[src/rtl/lp_pkg.sv]
// ---------------------------------------------------------------------------
// lp_pkg : shared types and constants for the LP solver feeder.   Rev 1.0
// ---------------------------------------------------------------------------
`default_nettype none

package lp_pkg;

  typedef struct packed {
    logic signed [5:0]  a1;
    logic signed [5:0]  a2;
    logic signed [11:0] b;
  } lp_word_t;

  localparam int WORDS_PER_PROB = 7;
  localparam int NCON           = 6;

  typedef enum logic [1:0] {
    IDLE  = 2'd0,
    ISSUE = 2'd1,
    WAIT  = 2'd2,
    GAP   = 2'd3
  } issue_state_e;

  localparam logic signed [11:0] B_MIN = -12'sd2048;

endpackage

`default_nettype wire

[src/rtl/lp_prob_buf.sv]
// ---------------------------------------------------------------------------
// lp_prob_buf : whole-problem slot buffer with bounding-box screening. Rev 1.0
// ---------------------------------------------------------------------------
`default_nettype none

module lp_prob_buf
  import lp_pkg::*;
#(
  parameter int NSLOT = 2
) (
  input  logic        clk,
  input  logic        rst_n,
  input  logic        s_valid,
  output logic        s_ready,
  input  logic [5:0]  s_a1,
  input  logic [5:0]  s_a2,
  input  logic [11:0] s_b,
  input  logic [2:0]  rd_idx,
  input  logic        free,
  output logic        head_full,
  output logic        head_valid,
  output logic [23:0] rd_word
);

  localparam int PW = (NSLOT > 1) ? $clog2(NSLOT) : 1;

  lp_word_t          mem_q [NSLOT][WORDS_PER_PROB];
  logic [NSLOT-1:0]  occ_q, occ_d, vld_q, vld_d;
  logic [PW-1:0]     head_q, head_d, tail_q, tail_d;
  logic [2:0]        wcnt_q, wcnt_d;
  logic [3:0]        seen_q, seen_d, seen_n;
  logic signed [11:0] xmax_q, xmax_d, xmax_n, xmin_q, xmin_d, xmin_n;
  logic signed [11:0] ymax_q, ymax_d, ymax_n, ymin_q, ymin_d, ymin_n;
  logic signed [12:0] xlo, xhi, ylo, yhi;
  logic              s_ready_q, s_ready_d;
  logic              wr_en, hit_xmax, hit_xmin, hit_ymax, hit_ymin;
  lp_word_t          w_in;

  function automatic logic [PW-1:0] nxt(input logic [PW-1:0] p);
    return (p == PW'(NSLOT - 1)) ? '0 : p + PW'(1);
  endfunction

  assign w_in  = {s_a1, s_a2, s_b};
  assign wr_en = s_valid && s_ready_q;

  // Only constraint words (1..6) take part in the box screen.
  assign hit_xmax = (wcnt_q != 3'd0) && (w_in.a1 == 6'sd1)  && (w_in.a2 == 6'sd0);
  assign hit_xmin = (wcnt_q != 3'd0) && (w_in.a1 == -6'sd1) && (w_in.a2 == 6'sd0);
  assign hit_ymax = (wcnt_q != 3'd0) && (w_in.a1 == 6'sd0)  && (w_in.a2 == 6'sd1);
  assign hit_ymin = (wcnt_q != 3'd0) && (w_in.a1 == 6'sd0)  && (w_in.a2 == -6'sd1);

  always_comb begin
    seen_n = seen_q | {hit_ymin, hit_ymax, hit_xmin, hit_xmax};
    xmax_n = (hit_xmax && (w_in.b < xmax_q)) ? w_in.b : xmax_q;
    xmin_n = (hit_xmin && (w_in.b < xmin_q)) ? w_in.b : xmin_q;
    ymax_n = (hit_ymax && (w_in.b < ymax_q)) ? w_in.b : ymax_q;
    ymin_n = (hit_ymin && (w_in.b < ymin_q)) ? w_in.b : ymin_q;
    // One extra bit so that negating B_MIN cannot wrap.
    xlo = -{xmin_n[11], xmin_n};
    xhi = {xmax_n[11], xmax_n};
    ylo = -{ymin_n[11], ymin_n};
    yhi = {ymax_n[11], ymax_n};
  end

  always_comb begin
    occ_d  = occ_q;
    vld_d  = vld_q;
    head_d = head_q;
    tail_d = tail_q;
    wcnt_d = wcnt_q;
    seen_d = seen_q;
    xmax_d = xmax_q;
    xmin_d = xmin_q;
    ymax_d = ymax_q;
    ymin_d = ymin_q;
    if (free) begin
      occ_d[head_q] = 1'b0;
      head_d        = nxt(head_q);
    end
    if (wr_en) begin
      if (wcnt_q == 3'(NCON)) begin
        occ_d[tail_q] = 1'b1;
        vld_d[tail_q] = (&seen_n) && (xlo <= xhi) && (ylo <= yhi);
        tail_d        = nxt(tail_q);
        wcnt_d        = 3'd0;
        seen_d        = 4'd0;
        xmax_d        = ~B_MIN;
        xmin_d        = ~B_MIN;
        ymax_d        = ~B_MIN;
        ymin_d        = ~B_MIN;
      end else begin
        wcnt_d = wcnt_q + 3'd1;
        seen_d = seen_n;
        xmax_d = xmax_n;
        xmin_d = xmin_n;
        ymax_d = ymax_n;
        ymin_d = ymin_n;
      end
    end
    s_ready_d = ~occ_d[tail_d];
  end

  always_ff @(posedge clk or negedge rst_n) begin
    if (!rst_n) begin
      occ_q     <= '0;
      vld_q     <= '0;
      head_q    <= '0;
      tail_q    <= '0;
      wcnt_q    <= 3'd0;
      seen_q    <= 4'd0;
      xmax_q    <= ~B_MIN;
      xmin_q    <= ~B_MIN;
      ymax_q    <= ~B_MIN;
      ymin_q    <= ~B_MIN;
      s_ready_q <= 1'b1;
    end else begin
      occ_q     <= occ_d;
      vld_q     <= vld_d;
      head_q    <= head_d;
      tail_q    <= tail_d;
      wcnt_q    <= wcnt_d;
      seen_q    <= seen_d;
      xmax_q    <= xmax_d;
      xmin_q    <= xmin_d;
      ymax_q    <= ymax_d;
      ymin_q    <= ymin_d;
      s_ready_q <= s_ready_d;
    end
  end

  always_ff @(posedge clk) begin
    if (wr_en) mem_q[tail_q][wcnt_q] <= w_in;
  end

  assign s_ready    = s_ready_q;
  assign head_full  = occ_q[head_q];
  assign head_valid = vld_q[head_q];
  assign rd_word    = mem_q[head_q][rd_idx];

endmodule

`default_nettype wire

[src/rtl/lp_issue.sv]
// ---------------------------------------------------------------------------
// lp_issue : replays buffered problems to the LP solver, returns results. Rev 1.0
// ---------------------------------------------------------------------------
`default_nettype none

module lp_issue #(
  parameter int NSLOT = 2,
  parameter int GAP   = 1
) (
  input  logic        clk,
  input  logic        rst_n,
  input  logic        s_valid,
  output logic        s_ready,
  input  logic [5:0]  s_a1,
  input  logic [5:0]  s_a2,
  input  logic [11:0] s_b,
  output logic        lp_in_valid,
  output logic [5:0]  lp_a1,
  output logic [5:0]  lp_a2,
  output logic [11:0] lp_b,
  input  logic        lp_out_valid,
  input  logic [11:0] lp_out_max_value,
  output logic        res_valid,
  output logic [11:0] res_value,
  output logic        res_err
);

  import lp_pkg::*;

  // The local GAP parameter shadows the package state name, hence the qualified refs.
  localparam logic [1:0] S_IDLE  = lp_pkg::IDLE;
  localparam logic [1:0] S_ISSUE = lp_pkg::ISSUE;
  localparam logic [1:0] S_WAIT  = lp_pkg::WAIT;
  localparam logic [1:0] S_GAP   = lp_pkg::GAP;
  localparam int         GW      = (GAP > 1) ? $clog2(GAP) : 1;

  logic [1:0]    state_q, state_d;
  logic [2:0]    cnt_q, cnt_d, rd_idx;
  logic [GW-1:0] gap_q, gap_d;
  logic          lp_in_valid_q, lp_in_valid_d;
  lp_word_t      lp_word_q, lp_word_d, head_word;
  logic          res_valid_q, res_valid_d, res_err_q, res_err_d;
  logic [11:0]   res_value_q, res_value_d;
  logic          head_full, head_valid, free;

  lp_prob_buf #(.NSLOT(NSLOT)) u_buf (
    .clk        (clk),
    .rst_n      (rst_n),
    .s_valid    (s_valid),
    .s_ready    (s_ready),
    .s_a1       (s_a1),
    .s_a2       (s_a2),
    .s_b        (s_b),
    .rd_idx     (rd_idx),
    .free       (free),
    .head_full  (head_full),
    .head_valid (head_valid),
    .rd_word    (head_word)
  );

  always_comb begin
    state_d       = state_q;
    cnt_d         = cnt_q;
    gap_d         = gap_q;
    lp_in_valid_d = 1'b0;
    lp_word_d     = '0;
    res_valid_d   = 1'b0;
    res_value_d   = res_value_q;
    res_err_d     = res_err_q;
    free          = 1'b0;
    rd_idx        = (state_q == S_ISSUE) ? cnt_q : 3'd0;
    case (state_q)
      S_IDLE: begin
        if (head_full && head_valid) begin
          lp_in_valid_d = 1'b1;
          lp_word_d     = head_word;
          cnt_d         = 3'd1;
          state_d       = S_ISSUE;
        end else if (head_full) begin
          res_valid_d = 1'b1;
          res_err_d   = 1'b1;
          res_value_d = 12'd0;
          free        = 1'b1;
        end
      end
      S_ISSUE: begin
        lp_in_valid_d = 1'b1;
        lp_word_d     = head_word;
        if (cnt_q == 3'(NCON)) state_d = S_WAIT;
        else                   cnt_d   = cnt_q + 3'd1;
      end
      S_WAIT: begin
        if (lp_out_valid) begin
          res_valid_d = 1'b1;
          res_err_d   = 1'b0;
          res_value_d = lp_out_max_value;
          free        = 1'b1;
          gap_d       = '0;
          state_d     = S_GAP;
        end
      end
      S_GAP: begin
        if (gap_q == GW'(GAP - 1)) state_d = S_IDLE;
        else                       gap_d   = gap_q + GW'(1);
      end
      default: state_d = S_IDLE;
    endcase
  end

  always_ff @(posedge clk or negedge rst_n) begin
    if (!rst_n) begin
      state_q       <= S_IDLE;
      cnt_q         <= 3'd0;
      gap_q         <= '0;
      lp_in_valid_q <= 1'b0;
      lp_word_q     <= '0;
      res_valid_q   <= 1'b0;
      res_value_q   <= 12'd0;
      res_err_q     <= 1'b0;
    end else begin
      state_q       <= state_d;
      cnt_q         <= cnt_d;
      gap_q         <= gap_d;
      lp_in_valid_q <= lp_in_valid_d;
      lp_word_q     <= lp_word_d;
      res_valid_q   <= res_valid_d;
      res_value_q   <= res_value_d;
      res_err_q     <= res_err_d;
    end
  end

  assign lp_in_valid = lp_in_valid_q;
  assign lp_a1       = lp_word_q.a1;
  assign lp_a2       = lp_word_q.a2;
  assign lp_b        = lp_word_q.b;
  assign res_valid   = res_valid_q;
  assign res_value   = res_value_q;
  assign res_err     = res_err_q;

endmodule

`default_nettype wire

[config.mk]
export PLATFORM = sky130hd
export DESIGN_NAME = lp_issue
export DESIGN_NICKNAME = d
export VERILOG_FILES = /design/src/rtl/lp_pkg.sv /design/src/rtl/lp_prob_buf.sv /design/src/rtl/lp_issue.sv
export SDC_FILE = /design/constraint.sdc
export NUM_CORES = 1
export LEC_CHECK = 0
export ABC_AREA = 1
export BUFFER_PORTS_ARGS = -buffer_cell sky130_fd_sc_hd__buf_2
export CAP_MARGIN = 20
export CORE_AREA = 2 2 234 167
export DETAILED_ROUTE_END_ITERATION = 8
export DIE_AREA = 0 0 236 169
export PLACE_DENSITY = 0.76
export SYNTH_ARGS = -nofsm -noshare
export SYNTH_HDL_FRONTEND = slang
export SYNTH_SLANG_ARGS = --single-unit
export TNS_END_PERCENT = 50
[constraint.sdc]
create_clock -name clk -period 9.3 [get_ports clk]
set_clock_uncertainty 0.2 [all_clocks]
set_input_delay 1.395 -clock clk [delete_from_list [all_inputs] [get_ports clk]]
set_output_delay 1.395 -clock clk [all_outputs]
set_load 0.01 [all_outputs]
==> results of run 1 <==
worst max-delay path: cells and delay by family:
family | cells | cell delay [ns]
simple gates | 8 | 1.93
compound gates | 4 | 1.28
buf+inv | 3 | 0.44
fa+ha+maj | 2 | 0.74
path summary, 6_finish.rpt:
path / start / endpoint / slack (ns) / cells after the start
hold / removal: res_value[9]$_DFFE_PN0P_ / res_value[9]$_DFFE_PN0P_ / 0.28 / 2
max in group asynchronous: rst_n / u_buf.head_q$_DFFE_PN0P_ / 6.84 / 2
hold reg to reg: res_value[9]$_DFFE_PN0P_ / res_value[9]$_DFFE_PN0P_ / 0.28 / 2
min in group asynchronous: rst_n / lp_a1[4]$_DFF_PN0_ / 0.66 / 1
setup / recovery: s_b[3] / u_buf.vld_q[0]$_DFFE_PN0P_ / 3.77 / 17
setup reg to reg: u_buf.ymax_q[3]$_DFFE_PN1P_ / u_buf.vld_q[0]$_DFFE_PN0P_ / 4.37 / 17
power groups by stage:
stage / Sequential, µW / Clock, µW / Combinational (µW)
floorplan: 2450 / 0 / 988
global placement: 2490 / 0 / 1290
detailed placement: 2500 / 0 / 1340
CTS: 2460 / 1700 / 1350
global route: 2480 / 1780 / 1520
finish: 2460 / 1690 / 1380
flip-flops by register name, indices dropped and copies added (netlist names), 2 cells and up:
| signal | count |
|---|---|
| cnt_q | 3 |
| u_buf.xmax_q | 12 |
| lp_a2 | 6 |
| state_q | 2 |
| u_buf.mem_q | 336 |
| u_buf.seen_q | 4 |
| res_value | 12 |
| u_buf.wcnt_q | 3 |
| u_buf.xmin_q | 12 |
| u_buf.vld_q | 2 |
| u_buf.ymax_q | 12 |
| lp_a1 | 6 |
| u_buf.occ_q | 2 |
| u_buf.ymin_q | 12 |
| lp_b | 12 |
through the flow:
step / utilization / total power (µW) / instance area [µm²] / hold WS [ns]
floorplan: - / 3443 / 20470 / 0.2523
global placement: 0.5661 / 3780 / 21380 / 0.2625
detailed placement: 0.5661 / 3836 / 21380 / 0.2693
CTS: 0.6015 / 5508 / 22710 / 0.2824
global route: 0.6022 / 5776 / 22740 / 0.3100
finish: 0.6022 / 5522 / 22740 / 0.2840
Yosys cell counts, drive strengths merged:
| master | n | area [µm²] |
|---|---|---|
| o21a | 22 | 165.2 |
| o211ai | 12 | 90.09 |
| nand3 | 55 | 307.8 |
| inv | 184 | 690.7 |
| xnor2 | 2 | 17.52 |
| o21bai | 1 | 7.510 |
| nor4 | 3 | 18.77 |
| o22ai | 19 | 118.9 |
| a32o | 23 | 230.2 |
| dfstp | 45 | 1182 |
| mux2i | 24 | 240.2 |
| a221oi | 46 | 402.9 |
| nor2 | 81 | 349.1 |
| a21o | 1 | 7.510 |
| o21ai | 74 | 374.1 |
| ha | 77 | 963.4 |
| clkinv | 1 | 5.000 |
| or4 | 1 | 7.510 |
| nor3b | 1 | 7.510 |
| clkbuf | 71 | 266.5 |
| a21oi | 150 | 750.7 |
| nand4 | 25 | 156.4 |
| or2 | 4 | 25.03 |
| edfxtp | 336 | 10090 |
| xor2 | 10 | 87.58 |
| dfrtp | 61 | 1526 |
| o221ai | 26 | 227.7 |
| nand2 | 430 | 1657 |
| nand3b | 3 | 35.03 |
| o311a | 23 | 230.2 |
| a21boi | 1 | 7.510 |
| buf | 20 | 117.6 |
| nor3 | 15 | 86.34 |
| o31ai | 2 | 15.01 |
| a211oi | 1 | 7.510 |
routing by layer:
metal | up-vias | share of wire
met4 | 0 | 0.024
met1 | 7121 | 0.44
met3 | 101 | 0.11
met5 | - | 0
li1 | 6726 | -
met2 | 790 | 0.42
layout make-up:
class                           count  area share
Sequential cell                   442      0.5630
Timing Repair Buffer              108     0.02795
Multi-Input combinational cell   1132      0.2923
Clock buffer                       57     0.05194
Tap cell                          496     0.02729
Inverter                          185     0.03070
Clock inverter                     21    0.006823
cell families after synthesis:
logic type | count (synthesis) | share of synthesized area
and+or+nand+nor | 618 | 0.1294
AOI/OAI and AO/OA | 401 | 0.1287
DFF | 442 | 0.6252
xor gates and xnor gates | 12 | 0.005134
muxes | 24 | 0.01173
adders and majority gates | 77 | 0.04706
buffers and inverters | 276 | 0.05274
==> results by group, run 1 <==
Route
  • Wire length per cell: 21.18 µm
  • Antenna-violating nets left: 0
  • Via density per instance: 6.038
  • Routed WL: roughly 52000 µm
  • Routed vias: 14740
  • DRT iter0 DRCs: 1856
  • Residual DRC: 0
  • Total iterations of the first detailed-routing run: 8

Pwr
  • Leak: 0.009422 µW
  • Clock Power Share: 0.305
  • Power per cell area: roughly 240 mW/mm²
  • P_int: 3733 µW
  • Comb power frac: 0.250
  • Flop pwr share: 0.445
  • Switching power: 1790 µW
  • Sw frac: 0.3241
  • VDD IR-drop max: 0.1550 mV

Place
  • Buffers on Ports: 79
  • HPWL after DPL: 30910 µm
  • Placed Cells: about 2400
  • Routability cong.: 0.9011
  • Place WS: 3.291 ns

Floorplan
  • Die area: approximately 0.040 mm²
  • Starting Density: 0.5421
  • Die W: 236 µm
  • Top Ports: 80
  • Die Span Y: roughly 170 µm
  • Core Rows: 60
  • Core area: about 0.038 mm²

Run status
  • Status: completed

CTS
  • CTS resizes: 0
  • Hold buffer count at cts: 0
  • Htree depth: 2
  • CTS Sinks: 442
  • Post-CTS Setup Repair Bufs: 0
  • CTS Buf Count: 43
  • Root Buffer: clkbuf_16
  • CTS tree: yes
  • Clock Latency Late Sink: 0.56 ns
  • CTS Buffer Depth: 3
  • Clk pin slew, worst setup/hold paths: 0.06 ns

Global route
  • Initial antenna violation count: 0
  • Vias in the first global route: around 14000
  • Grt total ovfl: 0
  • Layer with the highest usage: met1
  • GRT Total Usage: 0.2582
  • Largest net degree at the start of global routing: 88
  • Met3 global-route usage: 0.06686
  • First-pass GRT wire length: about 79000 µm
  • Met2 usage: 0.3719
  • Grt met1 use: 0.3864

Setup path
  • Startpoint types: input pin
  • CP Class: in -> reg
  • Crit path required time: 9.57 ns
  • CP Max Fanout: 24
  • Critical path data arrival time: roughly 5.8 ns
  • Max incr delay on CP: 0.64 ns
  • Critical path, cell by cell: buf_2 -> ha_1 -> nand2_1 -> o21ai_0 -> nand4_1 -> o211ai_1 -> nand3_1 -> o21ai_0 -> inv_1 -> ha_1 -> nand2_1 -> inv_1 -> nand3_1 -> or4_1 -> nand3b_1 -> nand3_1 -> o21ai_0
  • Setup crit end kind: flip-flop
  • Crit-path slowest cell: nand3_1

Layout
  • Commonest non-fill, non-tap cell in the layout: nand2_1
  • Diodes inserted: 0
  • Fillers: 2986
  • Sequential cell area: around 0.013 mm²
  • Most frequent cells in the layout: nand2_1, edfxtp_1, inv_1, a21oi_1, buf_2
  • Fraction of layout cells with a size suffix above 1: 0.1388
  • Multi-input logic area: 0.006646 mm²
  • # nets final: between 2000 and 2500
  • Cell Count, Final, Fillers Out: 2441
  • Area delta synth->final: 11.07%

STA
  • RSZ-0062 raised after global routing: no
  • Final hold vios: 0
  • Max Clk Rate: 180.8 MHz
  • Final worst slack: ~3.8 ns
  • Setup TNS: 0 ns
  • Fin. max-slew vios: 0
  • Worst relative slew slack: 0.2394
  • Tmin final: 5.530 ns
  • Slew @ Worst Pin: 1.141 ns
  • Final setup viols: 0
  • Fin crit share: 0.5946

Worst hold path
  • Hold Path Class: reg -> reg

Yosys
  • Share of the yosys chip area belonging to registers: 0.6252
  • Post-synth cell types: 49
  • Ys Warns: 0
  • Syn nets: roughly 2000
  • Synth Cell Area: 0.02047 mm²
  • #FFs+latches synth: 442
  • Avg Inst Size Synth: 11.07 µm²
  • Post-Synthesis Cells: 1850

Job
  • MaxCap Viol Count: 0
(Power assumes the default switching activity.)
==> run 2: changes to the inputs <==
Settings changed: ABC_AREA 1 to 0, PLACE_DENSITY 0.76 to 0.75.
Clock period 9.3 ns to 5.2 ns, I/O delays scaled along.
==> run 2 against run 1 <==
Compared with the run above:
- die area did not move
- core utilization rose by 2.0 points
- highest routed layer unchanged
- via count fell by 7.0%
- sequential cell count did not move
- first-iteration DRC count fell by 7.4%
==> results by group, run 2 <==
Run status
  • Status: completed

Setup path
  • Setup crit end kind: flip-flop
  • Critical path data arrival time: roughly 5.2 ns
  • Reg2reg path depth: 22
  • Critical path, cell by cell: inv_1 -> ha_1 -> a211oi_2 -> nor2_1 -> a2111oi_2 -> buf_4 -> o211a_1 -> nor3_1 -> a21oi_1 -> ha_2 -> nand2b_1 -> nor2_2 -> nand2_2 -> nor4_4 -> xnor2_1 -> o21ai_1 -> ha_1 -> nand4_1 -> or4_4 -> o311ai_2 -> o2111ai_2 -> o31ai_1
  • Register-to-register setup slack: roughly 0.26 ns
  • Most used cell, CP: ha_1
  • Bufs and invs on worst path: 2
  • Max incr delay on CP: 0.55 ns
  • CP Max Fanout: 3
  • CP Class: reg -> reg
  • Startpoint types: flip-flop
  • Crit-path leading delay family: compound AO/OA/AOI/OAI gates
  • Crit path required time: 5.45 ns
  • RR Endpoint: u_buf.vld_q[0]$_DFFE_PN0P_
  • Crit Reg-Reg Startpoint: u_buf.xmin_q[5]$_DFFE_PN1P_
  • Crit-path slowest cell: dfstp_2

Route
  • Residual DRC: 0
  • Wire length per cell: between 20 and 30 µm
  • Antenna-violating nets left: 0
  • Routed WL: 54270 µm
  • Via density per instance: 6.526
  • DRT iter0 DRCs: 1719
  • Routed vias: 13710
  • Total iterations of the first detailed-routing run: 5

Yosys
  • Top FF cell, synth: edfxtp_1
  • #FFs+latches synth: 442
  • Share of the yosys chip area belonging to registers: 0.6280
  • Yosys top cell area share: 0.4951
  • Synth cell count leaders: edfxtp_1, nor2_1, ha_1
  • Syn nets: 1543
  • Synth top area cells: edfxtp_1, mux4_2, dfrtp_1
  • Count leader, synth: edfxtp_1
  • Post-synth EDFFs: around 340
  • Ys async rst share: 0.2398
  • Post-synth cell types: between 60 and 70
  • Post-Synthesis Cells: 1426
  • Synth Cell Area: 0.02038 mm²
  • Avg Inst Size Synth: 14.29 µm²
  • Ys Warns: 0
  • Biggest area consumer among synthesized cells: edfxtp_1

STA
  • Slew @ Worst Pin: 1.139 ns
  • WHS: 0.1049 ns
  • Tmin final: 4.941 ns
  • Final setup viols: 0
  • Final worst slack: between 0.2 and 0.3 ns
  • Fin crit share: 0.9502
  • Final hold vios: 0
  • Max Clk Rate: 202.4 MHz
  • Fin. max-slew vios: 0
  • Worst relative slew slack: 0.2404

Layout
  • Fillers: 2723
  • Fraction of layout cells with a size suffix above 1: 0.2675
  • Multi-input logic area: 0.007181 mm²
  • Max reg flops: 336
  • Diodes inserted: 0
  • Area delta synth->final: 15.34%
  • Biggest register: u_buf.mem_q
  • Commonest non-fill, non-tap cell in the layout: edfxtp_1
  • # nets final: 1688
  • Most frequent cells in the layout: edfxtp_1, buf_4, nor2_1, buf_2, ha_1
  • Cell Count, Final, Fillers Out: 2100
  • Sequential cell area: between 0.01 and 0.015 mm²

Place
  • HPWL after DPL: 32590 µm
  • Placed Cells: 2016
  • Buffers on Ports: 79
  • Routability cong.: 0.8988
  • Place WS: -0.1141 ns

Floorplan
  • Die W: between 200 and 250 µm
  • Starting Density: 0.5397
  • Die area: 0.03988 mm²
  • Top Ports: 80
  • Core area: about 0.038 mm²
  • Core Rows: 60
  • Die Span Y: between 150 and 200 µm

CTS
  • Htree depth: 2
  • Clk pin slew, worst setup/hold paths: 0.06 ns
  • Root Buffer: clkbuf_16
  • Clock Latency Late Sink: 0.56 ns
  • CTS Sinks: 442
  • CTS Buffer Depth: 3
  • CTS Buf Count: 43
  • Hold buffer count at cts: 0
  • CTS tree: yes

Global route
  • GRT Total Usage: 0.2722
  • Vias in the first global route: 13240
  • Grt total ovfl: 0
  • First-pass GRT wire length: slightly above 80000 µm
  • Initial antenna violation count: 0
  • Largest net degree at the start of global routing: 97

Pwr
  • VDD IR-drop max: 0.2886 mV
  • Power per cell area: between 400 and 500 mW/mm²
  • Leak: ~0.009 µW

Job
  • MaxCap Viol Count: 0

Worst hold path
  • Hold Path Class: in -> async
-- run 2: through the flow --
stage | total power (µW) | util | setup TNS (ns) | cell area, µm²
4_1_cts | 10790 | 0.6187 | 0 | 23360
3_3_place_gp | 7514 | 0.5805 | 0 | 21920
3_5_place_dp | 7590 | 0.5805 | -0.2220 | 21920
2_1_floorplan | 6578 | - | 0 | 20390
5_1_grt | 11230 | 0.6225 | -0.03474 | 23510
6_report | 10790 | 0.6225 | 0 | 23510
-- run 2: cell type report --
| type | instances | area share |
|---|---|---|
| well taps | 496 | 0.02640 |
| inverters | 58 | 0.009262 |
| clock buffers | 53 | 0.04956 |
| multi-input cells | 836 | 0.3055 |
| clock inverters | 25 | 0.01176 |
| repair buffers | 190 | 0.05291 |
| flip-flops and latches | 442 | 0.5446 |
-- run 2: worst max-delay path by stage --
stage	from	to	cells after the start
6_report	u_buf.xmin_q[5]$_DFFE_PN1P_	u_buf.vld_q[0]$_DFFE_PN0P_	22
5_1_grt	u_buf.xmin_q[5]$_DFFE_PN1P_	u_buf.vld_q[0]$_DFFE_PN0P_	23
4_1_cts	u_buf.xmin_q[2]$_DFFE_PN1P_	u_buf.vld_q[0]$_DFFE_PN0P_	22
3_5_place_dp	s_b[2]	u_buf.vld_q[0]$_DFFE_PN0P_	22
3_3_place_gp	s_a1[3]	u_buf.vld_q[1]$_DFFE_PN0P_	20
2_1_floorplan	s_b[2]	u_buf.vld_q[0]$_DFFE_PN0P_	21
-- run 2: cells by family after synthesis --
logic type / Yosys count / synth area share
compound gates: 252 / 0.09228
mux: 129 / 0.1078
simple gates: 344 / 0.08221
buf+inv: 148 / 0.02781
xor+xnor: 34 / 0.01461
fa+ha+maj: 77 / 0.04727
flops: 442 / 0.6280
-- run 2: power breakdown --
group | leakage (µW) | switching [µW] | internal [µW] | total, µW
registers | 0.00431 | 222 | 4300 | 4520
clock network | 0.000707 | 1340 | 1850 | 3190
logic | 0.00398 | 1830 | 1250 | 3080
-- run 2: metal layers --
metal	track usage	share of wire	vias up
met3	0.06931	0.11	99
met1	0.4005	0.42	6890
met5	0	0	-
met2	0.4045	0.44	851
li1	-	-	5865
met4	0.07699	0.021	0
-- run 2: repair_timing --
action | CTS | global route
endpoints found under the setup margin | 0 | 2
hold endpoints to repair | 0 | 0
buffers inserted | 0 | 6
resized for setup | 0 | 21
==> run 3: changes to the inputs <==
Settings changed: HOLD_SLACK_MARGIN from default to 0.12, REMOVE_ABC_BUFFERS from default to 1.
==> run 3 against run 2 <==
Compared with the run above:
- worst hold slack better by 0.14 ns
- clock power fell by 3%
- sequential cell count stayed put
- critical path depth increased by 1
- die area did not move
- sequential power increased by 1%
- via count fell by 2.3%
- combinational power is 3% lower
- maximum frequency increased by 1.6%
- final cell count fell by 0.33%
- wire length down 5.0%
- highest routed layer is now met5
==> results by group, run 3 (synthesized netlist as in run 2, its figures left out) <==
STA
  • Worst relative slew slack: 0.2623
  • Tmin final: 4.863 ns
  • Fin. max-slew vios: 0
  • Fin crit share: 0.9352
  • Final hold vios: 0
  • Max Clk Rate: 205.6 MHz
  • Final setup viols: 0
  • Slew @ Worst Pin: 1.106 ns

Worst hold path
  • Hold Path Class: in -> reg

Global route
  • GRT Total Usage: 0.2607
  • Vias in the first global route: 13060
  • Grt met1 use: 0.3899
  • Met3 global-route usage: 0.05153
  • Met2 usage: 0.3939
  • First-pass GRT wire length: ~79000 µm
  • Grt total ovfl: 0
  • Largest net degree at the start of global routing: 57
  • Layer with the highest usage: met2
  • Initial antenna violation count: 1

Route
  • Routed vias: approximately 13000
  • Routed WL: ~52000 µm
  • Total iterations of the first detailed-routing run: 6
  • Wire length per cell: 24.63 µm
  • Via density per instance: between 6 and 7
  • Residual DRC: 0
  • DRT iter0 DRCs: 1644
  • Antenna-violating nets left: 0

CTS
  • Root Buffer: clkbuf_16
  • CTS Buffer Depth: 3
  • CTS Buf Count: 42
  • CTS tree: yes
  • Htree depth: 2
  • Clk pin slew, worst setup/hold paths: 0.06 ns
  • Clock Latency Late Sink: 0.55 ns
  • CTS Sinks: 442

Layout
  • Max reg flops: around 340
  • Diodes inserted: 0
  • Final instance area: ~0.023 mm²
  • Area delta synth->final: 15.16%
  • Fraction of layout cells with a size suffix above 1: 0.2617
  • Commonest non-fill, non-tap cell in the layout: edfxtp_1
  • # nets final: ~1700
  • Most frequent cells in the layout: edfxtp_1, buf_4, nor2_1, buf_2, ha_1
  • Biggest register: u_buf.mem_q

Pwr
  • Leak: about 0.009 µW
  • Switching power: roughly 3300 µW
  • VDD IR-drop max: 0.2901 mV
  • Final Power: 10670 µW
  • Flop pwr share: 0.428
  • Sw frac: 0.3103
  • Power per cell area: between 400 and 500 mW/mm²
  • Comb power frac: 0.282
  • Clock Power Share: 0.290
  • P_int: around 7400 µW

Setup path
  • Crit path required time: 5.46 ns
  • Setup crit end kind: flip-flop
  • Crit-path slowest cell: dfstp_2
  • CP Class: reg -> reg
  • Startpoint types: flip-flop
  • CP Max Fanout: 6
  • Critical path data arrival time: 5.12 ns
  • Max incr delay on CP: a little over 0.6 ns
  • Critical path, cell by cell: inv_1 -> ha_1 -> a211oi_2 -> nor2_1 -> a2111oi_2 -> buf_4 -> o21a_1 -> o21ai_1 -> mux2i_1 -> ha_2 -> buf_4 -> nand2b_4 -> nor4_2 -> xor2_1 -> o21ai_1 -> ha_1 -> a211oi_2 -> o21bai_1 -> a21o_1 -> a211oi_2 -> buf_4 -> o2111ai_4 -> o31ai_2

Place
  • Buffers on Ports: 79
  • Placed Area: 0.02188 mm²
  • Routability cong.: 0.8989
  • HPWL after DPL: 31730 µm

Floorplan
  • Die W: 236 µm
  • Die area: around 0.04 mm²
  • Starting Density: 0.5397
  • Die Span Y: 169 µm
  • Top Ports: 80
  • Core area: 0.03776 mm²
  • Core Rows: 60

Job
  • MaxCap Viol Count: 0

Run status
  • Status: completed
run 3: worst max-delay path: cells and delay by family, from the launching register on:
| kind | cells | cell delay, ns |
|---|---|---|
| simple gates | 3 | 0.40 |
| fa+ha+maj | 3 | 0.73 |
| flops | 1 | 0.62 |
| buf+inv | 4 | 0.52 |
| xor+xnor | 1 | 0.17 |
| compound gates | 11 | 1.89 |
| mux | 1 | 0.23 |
run 3: repair_timing:
action / 4_1_cts / 5_1_grt
buffers inserted: 0 / 7
hold buffers: 1 / 0
hold endpoints to repair: 26 / 0
resized for setup: 1 / 29
setup endpoints to repair: 1 / 2
pin swaps: 0 / 18
run 3: power groups by stage:
stage | registers [µW] | clock network (µW) | logic [µW]
after global placement | 4620 | 0 | 2860
final | 4570 | 3090 | 3000
after CTS | 4570 | 3140 | 2960
after detailed placement | 4630 | 0 | 2940
after floorplan | 4780 | 0 | 1820
after global routing | 4620 | 3270 | 3250
run 3: final timing paths:
| path | startpoint | endpoint | slack [ns] | depth (start not counted) |
|---|---|---|---|---|
| setup / recovery | u_buf.xmin_q[4]$_DFFE_PN1P_ | u_buf.vld_q[0]$_DFFE_PN0P_ | 0.34 | 23 |
| hold / removal | lp_out_max_value[3] | res_value[3]$_DFFE_PN0P_ | 0.25 | 2 |
| setup reg to reg | u_buf.xmin_q[4]$_DFFE_PN1P_ | u_buf.vld_q[0]$_DFFE_PN0P_ | 0.34 | 23 |
| hold reg to reg | res_err$_DFFE_PN0P_ | res_err$_DFFE_PN0P_ | 0.29 | 2 |
| max in group asynchronous | rst_n | lp_b[0]$_DFF_PN0_ | 3.12 | 3 |
| min in group asynchronous | rst_n | state_q[0]$_DFFE_PN0P_ | 0.55 | 2 |
run 3: area by class of cell:
| cell class | instances | area (µm²) |
|---|---|---|
| clock buffers | 56 | 1175 |
| clock inverters | 21 | 214.0 |
| fillers | 2740 | 14290 |
| inverters | 58 | 217.7 |
| multi-input cells | 836 | 7213 |
| flip-flops and latches | 442 | 12800 |
| well taps | 496 | 620.6 |
| repair buffers | 184 | 1226 |
run 3: through the flow:
step	instances	setup slack (ns)	util	TNS [ns]	hold WS [ns]
after detailed placement	2008	-0.3162	0.5794	-0.5426	0.2839
after global routing	2093	-0.0003975	0.6215	-0.0003975	0.2389
after global placement	2007	-0.2524	0.5789	-0.4480	0.2807
final	2093	0.3371	0.6215	0	0.2499
after CTS	2086	0.01165	0.6165	0	0.2271
after floorplan	1336	-0.7295	-	-20.74	0.2632
run 3: per-layer routing:
metal | wire, µm | vias up
li1 | - | 5836
met1 | 22410 | 6779
met2 | 22840 | 682
met3 | 5122 | 95
met4 | 1172 | 2
met5 | 11 | -
